`config.mk`:
```
export PLATFORM = sky130hd
export DESIGN_NAME = button_debounce
export DESIGN_NICKNAME = d
export VERILOG_FILES = /design/src/rtl/button_debounce.sv
export SDC_FILE = /design/constraint.sdc
export NUM_CORES = 1
export LEC_CHECK = 0
export BUFFER_PORTS_ARGS = -buffer_cell sky130_fd_sc_hd__clkbuf_2
export CELL_PAD_IN_SITES_DETAIL_PLACEMENT = 1
export CELL_PAD_IN_SITES_GLOBAL_PLACEMENT = 1
export CORE_AREA = 10 10 102 77
export DETAILED_ROUTE_END_ITERATION = 12
export DIE_AREA = 0 0 112 87
export GPL_TIMING_DRIVEN = 0
export PLACE_DENSITY = 0.76
export SYNTH_ARGS = -nofsm -noshare
export SYNTH_HDL_FRONTEND = slang
export SYNTH_SLANG_ARGS = --single-unit
```
`constraint.sdc`:
```
create_clock -name clk -period 2.4 [get_ports clk]
set_clock_uncertainty 0.1 [all_clocks]
set_input_delay 0.12 -clock clk [delete_from_list [all_inputs] [get_ports clk]]
set_output_delay 0.12 -clock clk [all_outputs]
set_load 0.01 [all_outputs]
```
`src/rtl/button_debounce.sv`:
```
// Multi-channel push-button debouncer: per-channel 2-FF synchronizer feeding a
// stability FSM that only commits a new level after it has been held long enough.
//
// state     | meaning
// STABLE_LO | debounced level is 0, waiting for a candidate rise
// CHK_HI    | candidate rise seen, counting confirmations (btn_db still 0)
// STABLE_HI | debounced level is 1, waiting for a candidate fall
// CHK_LO    | candidate fall seen, counting confirmations (btn_db still 1)
module button_debounce #(
    parameter int N_BTN      = 4,
    parameter int STABLE_CNT = 16
) (
    input  logic             clk,
    input  logic             rst,
    input  logic             sample_en,
    input  logic [N_BTN-1:0] btn_in,
    output logic [N_BTN-1:0] btn_db,
    output logic [N_BTN-1:0] btn_busy
);

    localparam int CW = $clog2(STABLE_CNT + 1);
    localparam logic [CW-1:0] CNT_LAST = CW'(STABLE_CNT - 1);

    typedef enum logic [1:0] {
        STABLE_LO = 2'b00,
        CHK_HI    = 2'b01,
        STABLE_HI = 2'b11,
        CHK_LO    = 2'b10
    } state_t;

    logic [N_BTN-1:0] sync1_q;
    logic [N_BTN-1:0] sync2_q;

    // Synchronizer runs every clock so sample_en never widens the metastability window.
    always_ff @(posedge clk) begin
        if (rst) begin
            sync1_q <= '0;
            sync2_q <= '0;
        end else begin
            sync1_q <= btn_in;
            sync2_q <= sync1_q;
        end
    end

    for (genvar g = 0; g < N_BTN; g++) begin : g_chan
        state_t        state_q, state_d;
        logic [CW-1:0] cnt_q, cnt_d;
        logic          db_q, db_d;
        logic          busy_q, busy_d;

        always_ff @(posedge clk) begin
            if (rst) begin
                state_q <= STABLE_LO;
                cnt_q   <= '0;
                db_q    <= 1'b0;
                busy_q  <= 1'b0;
            end else begin
                state_q <= state_d;
                cnt_q   <= cnt_d;
                db_q    <= db_d;
                busy_q  <= busy_d;
            end
        end

        always_comb begin
            state_d = state_q;
            cnt_d   = cnt_q;
            db_d    = db_q;
            if (sample_en) begin
                case (state_q)
                    STABLE_LO: begin
                        if (sync2_q[g]) begin
                            state_d = CHK_HI;
                            cnt_d   = '0;
                        end
                    end
                    CHK_HI: begin
                        if (!sync2_q[g]) begin
                            state_d = STABLE_LO;
                            cnt_d   = '0;
                        end else if (cnt_q == CNT_LAST) begin
                            state_d = STABLE_HI;
                            db_d    = 1'b1;
                            cnt_d   = '0;
                        end else begin
                            cnt_d = cnt_q + 1'b1;
                        end
                    end
                    STABLE_HI: begin
                        if (!sync2_q[g]) begin
                            state_d = CHK_LO;
                            cnt_d   = '0;
                        end
                    end
                    CHK_LO: begin
                        if (sync2_q[g]) begin
                            state_d = STABLE_HI;
                            cnt_d   = '0;
                        end else if (cnt_q == CNT_LAST) begin
                            state_d = STABLE_LO;
                            db_d    = 1'b0;
                            cnt_d   = '0;
                        end else begin
                            cnt_d = cnt_q + 1'b1;
                        end
                    end
                    default: begin
                        state_d = STABLE_LO;
                        cnt_d   = '0;
                        db_d    = 1'b0;
                    end
                endcase
            end
            busy_d = (state_d == CHK_HI) || (state_d == CHK_LO);
        end

        assign btn_db[g]   = db_q;
        assign btn_busy[g] = busy_q;
    end

endmodule
```
==> run metrics, run 1 <==
run status completed; routability cong. 0.847; Crit-path slowest cell dfxtp_1; Rel. slew slack 57.4%; DRC Markers 0; grt ovf 0; most frequent cells in the layout dfxtp_1 (44), nor2_1 (27), ha_1 (20); ys async rst share 0%; die outline area 9740 um^2; Finished Layout Cells 403; max-cap violation count 0; Clock Sink Count 44; CTS buffer count 5; initial antenna violation count 0; number of global-route vias before repair 2262; crit-path max cell delay 440 ps; postcts setup bufs 0; Max Buffers Root-to-Sink 2; Net Sw Frac 25.3%; Mapped Avg Cell Area 8.69 um^2; Total Wirelength 6540 um; Mapped Cells 299; CP Max Fanout 5; cell area after synthesis 2600 um^2; Die H 87 um; final period utilization 87.0%; Hold Crit Depth 4; Placed Instances 390; Post-DRT Antenna Nets 0; Final Critical Period 2090 ps; Crit path depth 7; Gate power share 9.0%; Layout area overhead 11.6%; number of port buffers 13; htree depth 2; commonest non-fill, non-tap cell in the layout dfxtp_1; CP required 2490 ps; vias after detailed routing 2259; io pins 15; DR vias/cell 5.61; post-DP HPWL 4820 um; clk root buf clkbuf_8; Hold Path Class primary input to flop; ys flop type dfxtp_1; final slew viol count 0; worst-skew pair later-pin latency 300 ps; DRT iter0 DRCs 80; Setup crit start kind flop; RSZ-0062 raised after global routing false; gr usage total 13.7%; number of flops mapped to enable cells by yosys 0; # nets final 352; Crit Path Class flop to flop; Max Fclk 0.479 GHz; CTS clock-pin slew for the worst setup and hold paths 90 ps; largest net degree at the start of global routing 13; synth unique cells 57; internal cell power 990 uW; routed len/inst 16.2 um; Diodes inserted 0; Final setup violation count 0; CTS tree built; fillers 742; DRT Pass-1 Iters 4; Net Sw Power 335 uW; worst-path cell chain inv_1 > ha_1 > and2_1 > nand3b_1 > o32ai_2 > and3_1 > nor3_2; crit path DAT 2180 ps; Net Count, Synth 326; Flop pwr share 56.6%; Final Hold Viols 0; WHS 214 ps; Initial Utilization 43.5%; power density over cell area 457 nW/um^2; cell depth of the worst flop-to-flop path 7; share of cells above drive strength 1 15.4%; Slew @ Worst Pin 640 ps; Clk pwr share 34.4%; Top delay family on crit path simple AND/OR/NAND/NOR gates; Core ar. 5980 um^2; Die X 112 um; register area share after synthesis 33.9%; Lkg Pwr 0.00112 uW; worst vdd rail ir drop 0.000189 V; post-route setup TNS 0 ps; Buf+Inv Stages, Crit Path 1; # rows 24; Yosys reg bits 44; critical path endpoint category flop; first-pass GRT wire length 11200 um; Synth Warn # 0
-- stage by stage --
step,util (%),worst slack (ps),power [uW],area (um^2)
2_1_floorplan,-,526,842,2600
3_3_place_gp,46.2,407,874,2760
3_5_place_dp,46.2,334,878,2760
4_1_cts,48.5,321,1340,2900
5_1_grt,48.5,170,1390,2900
6_report,48.5,313,1320,2900
-- flip-flops by register name, indices dropped and copies added (netlist names) --
register,cells
g_chan.db_q,4
g_chan.cnt_q,20
g_chan.state_q,8
sync1_q,4
g_chan.busy_q,4
sync2_q,4
-- metal layers --
metal  vias to the layer above  track usage (%)  part of all wire (%)
met3                         4             3.58                   2.8
met5                         -                0                     0
li1                       1134                -                     -
met4                         0             2.87                  0.55
met2                        17             23.0                    46
met1                      1104             17.3                    51
-- worst min-delay path, cell delays in order --
cell and delay [ps]:
clkbuf_2 140, nor2b_1 170, o41ai_2 80, a21oi_1 70
-- power by group through the flow --
stage / clock, uW / combinational (uW) / sequential [uW]
after floorplan: 0 / 78.4 / 764
after global routing: 505 / 134 / 751
final: 456 / 119 / 749
after CTS: 471 / 120 / 750
after global placement: 0 / 108 / 766
after detailed placement: 0 / 111 / 767
-- final timing paths --
kind	from	endpoint	slack (ps)
worst min register to register	sync1_q[3]$_SDFF_PP0_	sync2_q[3]$_SDFF_PP0_	340
worst max register to register	g_chan[0].state_q[0]$_SDFF_PP0_	g_chan[0].busy_q$_SDFF_PP0_	310
worst max-delay path	g_chan[0].state_q[0]$_SDFF_PP0_	g_chan[0].busy_q$_SDFF_PP0_	310
worst min-delay path	sample_en	g_chan[0].state_q[1]$_SDFF_PP0_	210
-- cells by family (layout without fill, tap and decap cells) --
group,after synthesis,in the layout,synth area share (%)
multiplexers,6,6,2.46
XOR/XNOR,2,2,0.674
AND/OR/NAND/NOR,116,116,25.7
AO/OA/AOI/OAI,75,75,20.4
buffers and inverters,36,62,7.23
flip-flops,44,44,33.9
adder cells (fa/ha/maj),20,20,9.63
-- synth_stat cells (all sizes together) (2+ instances only) --
master,instances,area [um^2]
and2,4,26.3
nand4b,3,26.3
dfxtp,44,881
a21oi,16,80.1
mux2i,3,30.0
nor4,3,18.8
o211ai,3,27.5
nor3,6,40.0
inv,16,60.1
o32ai,2,25.0
a211oi,3,22.5
mux2,3,33.8
o41ai,3,33.8
o311ai,3,26.3
o31ai,3,22.5
and4b,5,50.1
nand3,10,50.1
nor2b,15,101
nand2b,4,25.0
nand2,18,67.6
a221oi,2,17.5
nand3b,4,30.0
a31oi,11,68.8
a22oi,4,30.0
nor2,27,101
nor3b,9,67.6
or4,2,15.0
buf,17,116
ha,20,250
o21ai,15,75.1
clkbuf,3,11.3
and3,4,30.0
-- repair_timing --
item | CTS | global route
resized for setup | 0 | 0
hold buffers | 6 | 0
endpoints found under the hold margin | 7 | 0
-- cell type report --
cell class,instances,area (um^2),area share (%)
multi-input combinational,219,1530,52.8
sequential,44,881,30.4
buffer,20,128,4.40
timing repair buffer,19,125,4.32
tap,78,97.6,3.37
clock buffer,6,72.6,2.50
inverter,16,60.1,2.07
clock inverter,1,5.00,0.173
Note: power is estimated with default switching activity, not from simulation.
==> run 2: changes to the inputs <==
Settings changed: CORE_AREA 10 10 102 77 to 10 10 101 76, DIE_AREA 0 0 112 87 to 0 0 111 86, PLACE_DENSITY 0.76 to 0.78.
==> run 2 against run 1 <==
  * First-iteration DRC count is 24% lower
  * Total power increased by 3.9%
  * Largest power group unchanged
  * Worst hold slack improved by 20 ps
  * Combinational power hardly changed
  * Highest routed layer unchanged
  * Cell area hardly changed
==> run metrics, run 2 (synthesis results as in run 1) <==
largest net degree at the start of global routing 13 (unchanged); Crit-path slowest cell or4_1; number of port buffers 13 (unchanged); Lkg Pwr 0.00112 uW (about the same); crit path DAT 2260 ps (+80 ps); post-route setup TNS 0 ps (unchanged); # nets final 351 (-0.28%); largest registers g_chan.cnt_q: 20 flops, g_chan.state_q: 8 flops; max reg flops 20 (unchanged); RSZ-0062 raised after global routing false; initial antenna violation count 0 (unchanged); Post-DRT Antenna Nets 0 (unchanged); grt ovf 0 (unchanged); final period utilization 88.1% (+1.1 points); postcts setup bufs 0 (unchanged); Reg with most FFs g_chan.cnt_q; max-cap violation count 0 (unchanged); Clock Sink Count 44 (unchanged); first-pass GRT wire length 11400 um (+1.9%); worst-skew pair later-pin latency 310 ps (about the same); Total Wirelength 6590 um (+0.80%); CTS buffer count 5 (unchanged); Buf+Inv Stages, Crit Path 1 (unchanged); Metal-1 WL 3270 um (-1.0%); Post-DP Area 2760 um^2 (-0.14%); critical path endpoint category flop; Initial Utilization 45.8% (+2.4 points); crit-path max cell delay 500 ps (+60 ps); share of cells above drive strength 1 15.4% (unchanged); Crit Path Class flop to flop; gr usage total 14.1% (+0.47 points); Slew @ Worst Pin 563 ps (-77.0 ps); DRT iter0 DRCs 61 (-24%); WHS 234 ps (+20.4 ps); WL met3 193 um (+6.0%); Max Fclk 0.473 GHz (-1.3%); Max Buffers Root-to-Sink 2 (unchanged); vias after detailed routing 2277 (+0.80%); Final setup violation count 0 (unchanged); routed len/inst 16.5 um (+1.6%); routability cong. 0.828 (-2.2%); CP required 2540 ps (+50 ps); Die H 86 um (-1.1%); Top delay family on crit path simple AND/OR/NAND/NOR gates; fin area 2900 um^2 (about the same); most frequent cells in the layout dfxtp_1 (44), nor2_1 (27), ha_1 (20); Diodes inserted 0 (unchanged); # rows 23 (-4.2%); DR vias/cell 5.69 (+1.6%); Tot Pwr 1380 uW (+3.9%); CP Max Fanout 7 (+2); io pins 15 (unchanged); Hold Path Class primary input to flop; worst vdd rail ir drop 0.000294 V (+55%); worst-path cell chain inv_1 > ha_1 > nor2b_4 > a211o_4 > or4_1 > a21oi_1; max layer used met4; CTS clock-pin slew for the worst setup and hold paths 90 ps (about the same); number of global-route vias before repair 2280 (+0.80%); Core ar. 5670 um^2 (-5.1%); commonest non-fill, non-tap cell in the layout dfxtp_1; met2 WL 3030 um (+0.63%); CTS tree built; Layout area overhead 11.5% (about the same); htree depth 2 (unchanged); die outline area 9550 um^2 (-2.0%); Final Hold Viols 0 (unchanged); clk root buf clkbuf_8; final slew viol count 0 (unchanged); Rel. slew slack 62.5% (+5.1 points); DRT Pass-1 Iters 4 (unchanged); run status completed; post-DP HPWL 4760 um (-1.1%); Final Critical Period 2110 ps (+27.5 ps); DRC Markers 0 (unchanged); Setup crit start kind flop; Die X 111 um (-0.89%); power density over cell area 475 nW/um^2 (+3.9%)
==> run 2: cell types whose count changed in the layout (fill, tap and decap cells not counted), sizes merged <==
cell,before,now
dlygate4sd3,6,5
clkinv,1,0
clkbuf,22,24
==> run 2: worst register-to-register path: stages, from the launching register on <==
cell and delay (ps):
dfxtp_1 460, inv_1 100, ha_1 240, nor2b_4 150, a211o_4 350, or4_1 500, a21oi_1 160
==> run 2: metal layers <==
layer,global-route usage (%),up-vias
met5,0,-
met1,18.0,1110
met4,4.95,0
met2,23.0,29
li1,-,1130
met3,3.20,8
==> run 2: area by class of cell <==
type,count,area [um^2]
plain buffers,20,128
flip-flops and latches,44,881
fillers,688,2770
clock buffers,8,90.1
multi-input cells,219,1530
repair buffers,18,115
inverters,16,60.1
well taps,75,93.8
==> run 2: final timing paths <==
check	start	endpoint	slack [ps]	depth (start not counted)
worst min register to register	sync1_q[0]$_SDFF_PP0_	sync2_q[0]$_SDFF_PP0_	350	1
worst min-delay path	sample_en	g_chan[0].state_q[1]$_SDFF_PP0_	230	4
worst max register to register	g_chan[1].state_q[1]$_SDFF_PP0_	g_chan[1].cnt_q[2]$_SDFFE_PP0P_	290	6
worst max-delay path	g_chan[1].state_q[1]$_SDFF_PP0_	g_chan[1].cnt_q[2]$_SDFFE_PP0P_	290	6
==> run 2: per-stage QoR <==
stage	util, %	cells	setup slack [ps]
6_report	51.1	400	285
2_1_floorplan	-	299	526
3_5_place_dp	48.6	387	295
3_3_place_gp	48.6	387	400
4_1_cts	51.1	400	275
5_1_grt	51.1	400	154
==> run 2: report_power, final <==
group          total [uW]  switching, uW  leakage, uW  internal, uW
Clock                 510            274    0.0000455           236
Sequential            749           7.45     0.000357           741
Combinational         117           68.4     0.000721          48.8
==> run 2: timing repair <==
action	in CTS	in global routing
resized for setup	0	0
hold endpoints to repair	7	0
hold buffers	5	0
==> run 3: changes to the inputs <==
Settings changed: RECOVER_POWER set to 25, SLEW_MARGIN set to 20.
==> run 3 against run 2 <==
  * First-iteration DRC count rose by 3.3%
  * Largest cell class unchanged
  * Non-clock buffer count stayed put
  * Maximum frequency grew 0.15%
==> run metrics, run 3 (synthesis results as in run 1) <==
vias after detailed routing 2267 (-0.44%); Gate power share 8.4% (about the same); Setup crit start kind flop; Clk pwr share 37.1% (about the same); Final setup violation count 0 (unchanged); worst hold start sample_en; DRT iter0 DRCs 63 (+3.3%); DRT Pass-1 Iters 4 (unchanged); Initial Utilization 45.8% (unchanged); Hold Path Class primary input to flop; pre-CTS setup slack 295 ps (unchanged); cell depth of the worst flop-to-flop path 6 (unchanged); share of cells above drive strength 1 13.2% (-2.2 points); io pins 15 (unchanged); htree depth 2 (unchanged); fillers 688 (unchanged); worst-path cell chain inv_1 > ha_1 > nor2b_4 > a211o_4 > or4_1 > a21oi_1; Lkg Pwr 0.00110 uW (-2.3%); number of port buffers 13 (unchanged); hold endpoint g_chan[0].state_q[1]$_SDFF_PP0_; routed len/inst 16.5 um (+0.23%); clk root buf clkbuf_8; Layout area overhead 11.1%; Diodes inserted 0 (unchanged); power density over cell area 476 nW/um^2 (+0.29%); most frequent cells in the layout dfxtp_1 (44), nor2_1 (27), ha_1 (20); crit path DAT 2260 ps (about the same); worst-skew pair later-pin latency 310 ps (about the same); postcts setup bufs 0 (unchanged); worst vdd rail ir drop 0.000294 V (about the same); largest net degree at the start of global routing 13 (unchanged); # nets final 351 (unchanged); internal cell power 1020 uW (-0.14%); post-route setup TNS 0 ps (unchanged); CP required 2540 ps (about the same); final period utilization 88.0% (-0.13 points); post-DP HPWL 4760 um (unchanged); gr usage total 14.1% (unchanged); RSZ-0062 raised after global routing false; Final Critical Period 2110 ps (-3.07 ps); Clock Sink Count 44 (unchanged); die outline area 9550 um^2 (unchanged); # rows 23 (unchanged); grt ovf 0 (unchanged); DR vias/cell 5.67 (-0.44%); first-pass GRT wire length 11400 um (unchanged); reg2reg setup slack 290 ps (about the same); Flop pwr share 54.5% (about the same); Crit Path Class flop to flop; CP Max Fanout 7 (unchanged); commonest non-fill, non-tap cell in the layout dfxtp_1; FF-to-FF Start g_chan[1].state_q[1]$_SDFF_PP0_; Max Fclk 0.474 GHz (+0.15%); max reg flops 20 (unchanged); CTS tree built; worst setup slack after layout 288 ps (+3.07 ps); CTS buffer count 5 (unchanged); r2r endpoint g_chan[1].cnt_q[2]$_SDFFE_PP0P_; CTS clock-pin slew for the worst setup and hold paths 90 ps (about the same); Buf+Inv Stages, Crit Path 1 (unchanged); Net Sw Power 350 uW (about the same); Final Hold Viols 0 (unchanged); Die X 111 um (unchanged); Crit-path slowest cell or4_1; largest registers g_chan.cnt_q: 20 flops, g_chan.state_q: 8 flops; Max Buffers Root-to-Sink 2 (unchanged); routability cong. 0.828 (unchanged); Tot Pwr 1370 uW (-0.10%); final slew viol count 0 (unchanged); Total Wirelength 6600 um (+0.23%); Net Sw Frac 25.5% (+0.033 points); DRC Markers 0 (unchanged); Die H 86 um (unchanged); Slew @ Worst Pin 555 ps (-7.24 ps); crit-path max cell delay 500 ps (about the same); critical path endpoint category flop; Reg with most FFs g_chan.cnt_q; Core ar. 5670 um^2 (unchanged); Top delay family on crit path simple AND/OR/NAND/NOR gates; run status completed; max-cap violation count 0 (unchanged); Post-DRT Antenna Nets 0 (unchanged); Hold Crit Depth 4 (unchanged); initial antenna violation count 0 (unchanged); Rel. slew slack 63.0% (+0.48 points); number of global-route vias before repair 2280 (unchanged)
run 3: cell types whose count changed in the layout (fill, tap and decap cells not counted), sizes merged:
cell,delta
buf,-3
clkbuf,+3
run 3: repair_timing:
item | 4_1_cts | 5_1_grt
hold endpoints to repair | 7 | 0
resized for setup | 0 | 0
hold buffers | 5 | 0
run 3: metal layers:
layer / vias to the layer above / routed length [um] / global-route usage [%]
met2: 23 / 3040 / 23.0
met3: 6 / 198 / 3.20
met4: 0 / 82 / 4.95
li1: 1129 / - / -
met1: 1109 / 3280 / 18.0
met5: - / 0 / 0
run 3: layout make-up:
type	count	area [um^2]	share of cell area, %
clock buffer	8	90.1	3.12
sequential	44	881	30.5
inverter	16	60.1	2.08
multi-input combinational	219	1530	53.0
timing repair buffer	18	108	3.73
buffer	20	124	4.29
tap	75	93.8	3.25
run 3: through the flow:
step                      cell area (um^2)  hold WS (ps)  utilization (%)  cells
after floorplan                       2600           148                -    299
after global placement                2760           230             48.6    387
after detailed placement              2760           239             48.6    387
after CTS                             2900           219             51.1    400
after global routing                  2890           246             50.9    400
final                                 2890           234             50.9    400
run 3: worst max-delay path by stage:
stage	start	to	cells after the start
after detailed placement	g_chan[1].state_q[1]$_SDFF_PP0_	g_chan[1].cnt_q[2]$_SDFFE_PP0P_	6
after CTS	g_chan[1].state_q[1]$_SDFF_PP0_	g_chan[1].cnt_q[2]$_SDFFE_PP0P_	6
after global placement	g_chan[1].state_q[1]$_SDFF_PP0_	g_chan[1].cnt_q[2]$_SDFFE_PP0P_	6
final	g_chan[1].state_q[1]$_SDFF_PP0_	g_chan[1].cnt_q[2]$_SDFFE_PP0P_	6
after floorplan	g_chan[1].state_q[1]$_SDFF_PP0_	g_chan[1].cnt_q[2]$_SDFFE_PP0P_	6
after global routing	g_chan[1].state_q[1]$_SDFF_PP0_	g_chan[1].cnt_q[2]$_SDFFE_PP0P_	6
run 3: worst reg2reg max path, cell delays in order (launching register included):
cell	delay, ps
dfxtp_1	460
inv_1	100
ha_1	240
nor2b_4	150
a211o_4	350
or4_1	500
a21oi_1	160
run 3: power groups by stage:
stage / combinational (uW) / clock [uW] / sequential [uW]
4_1_cts: 118 / 522 / 749
3_3_place_gp: 107 / 0 / 766
6_report: 116 / 510 / 749
3_5_place_dp: 110 / 0 / 766
5_1_grt: 128 / 546 / 751
2_1_floorplan: 78.4 / 0 / 764
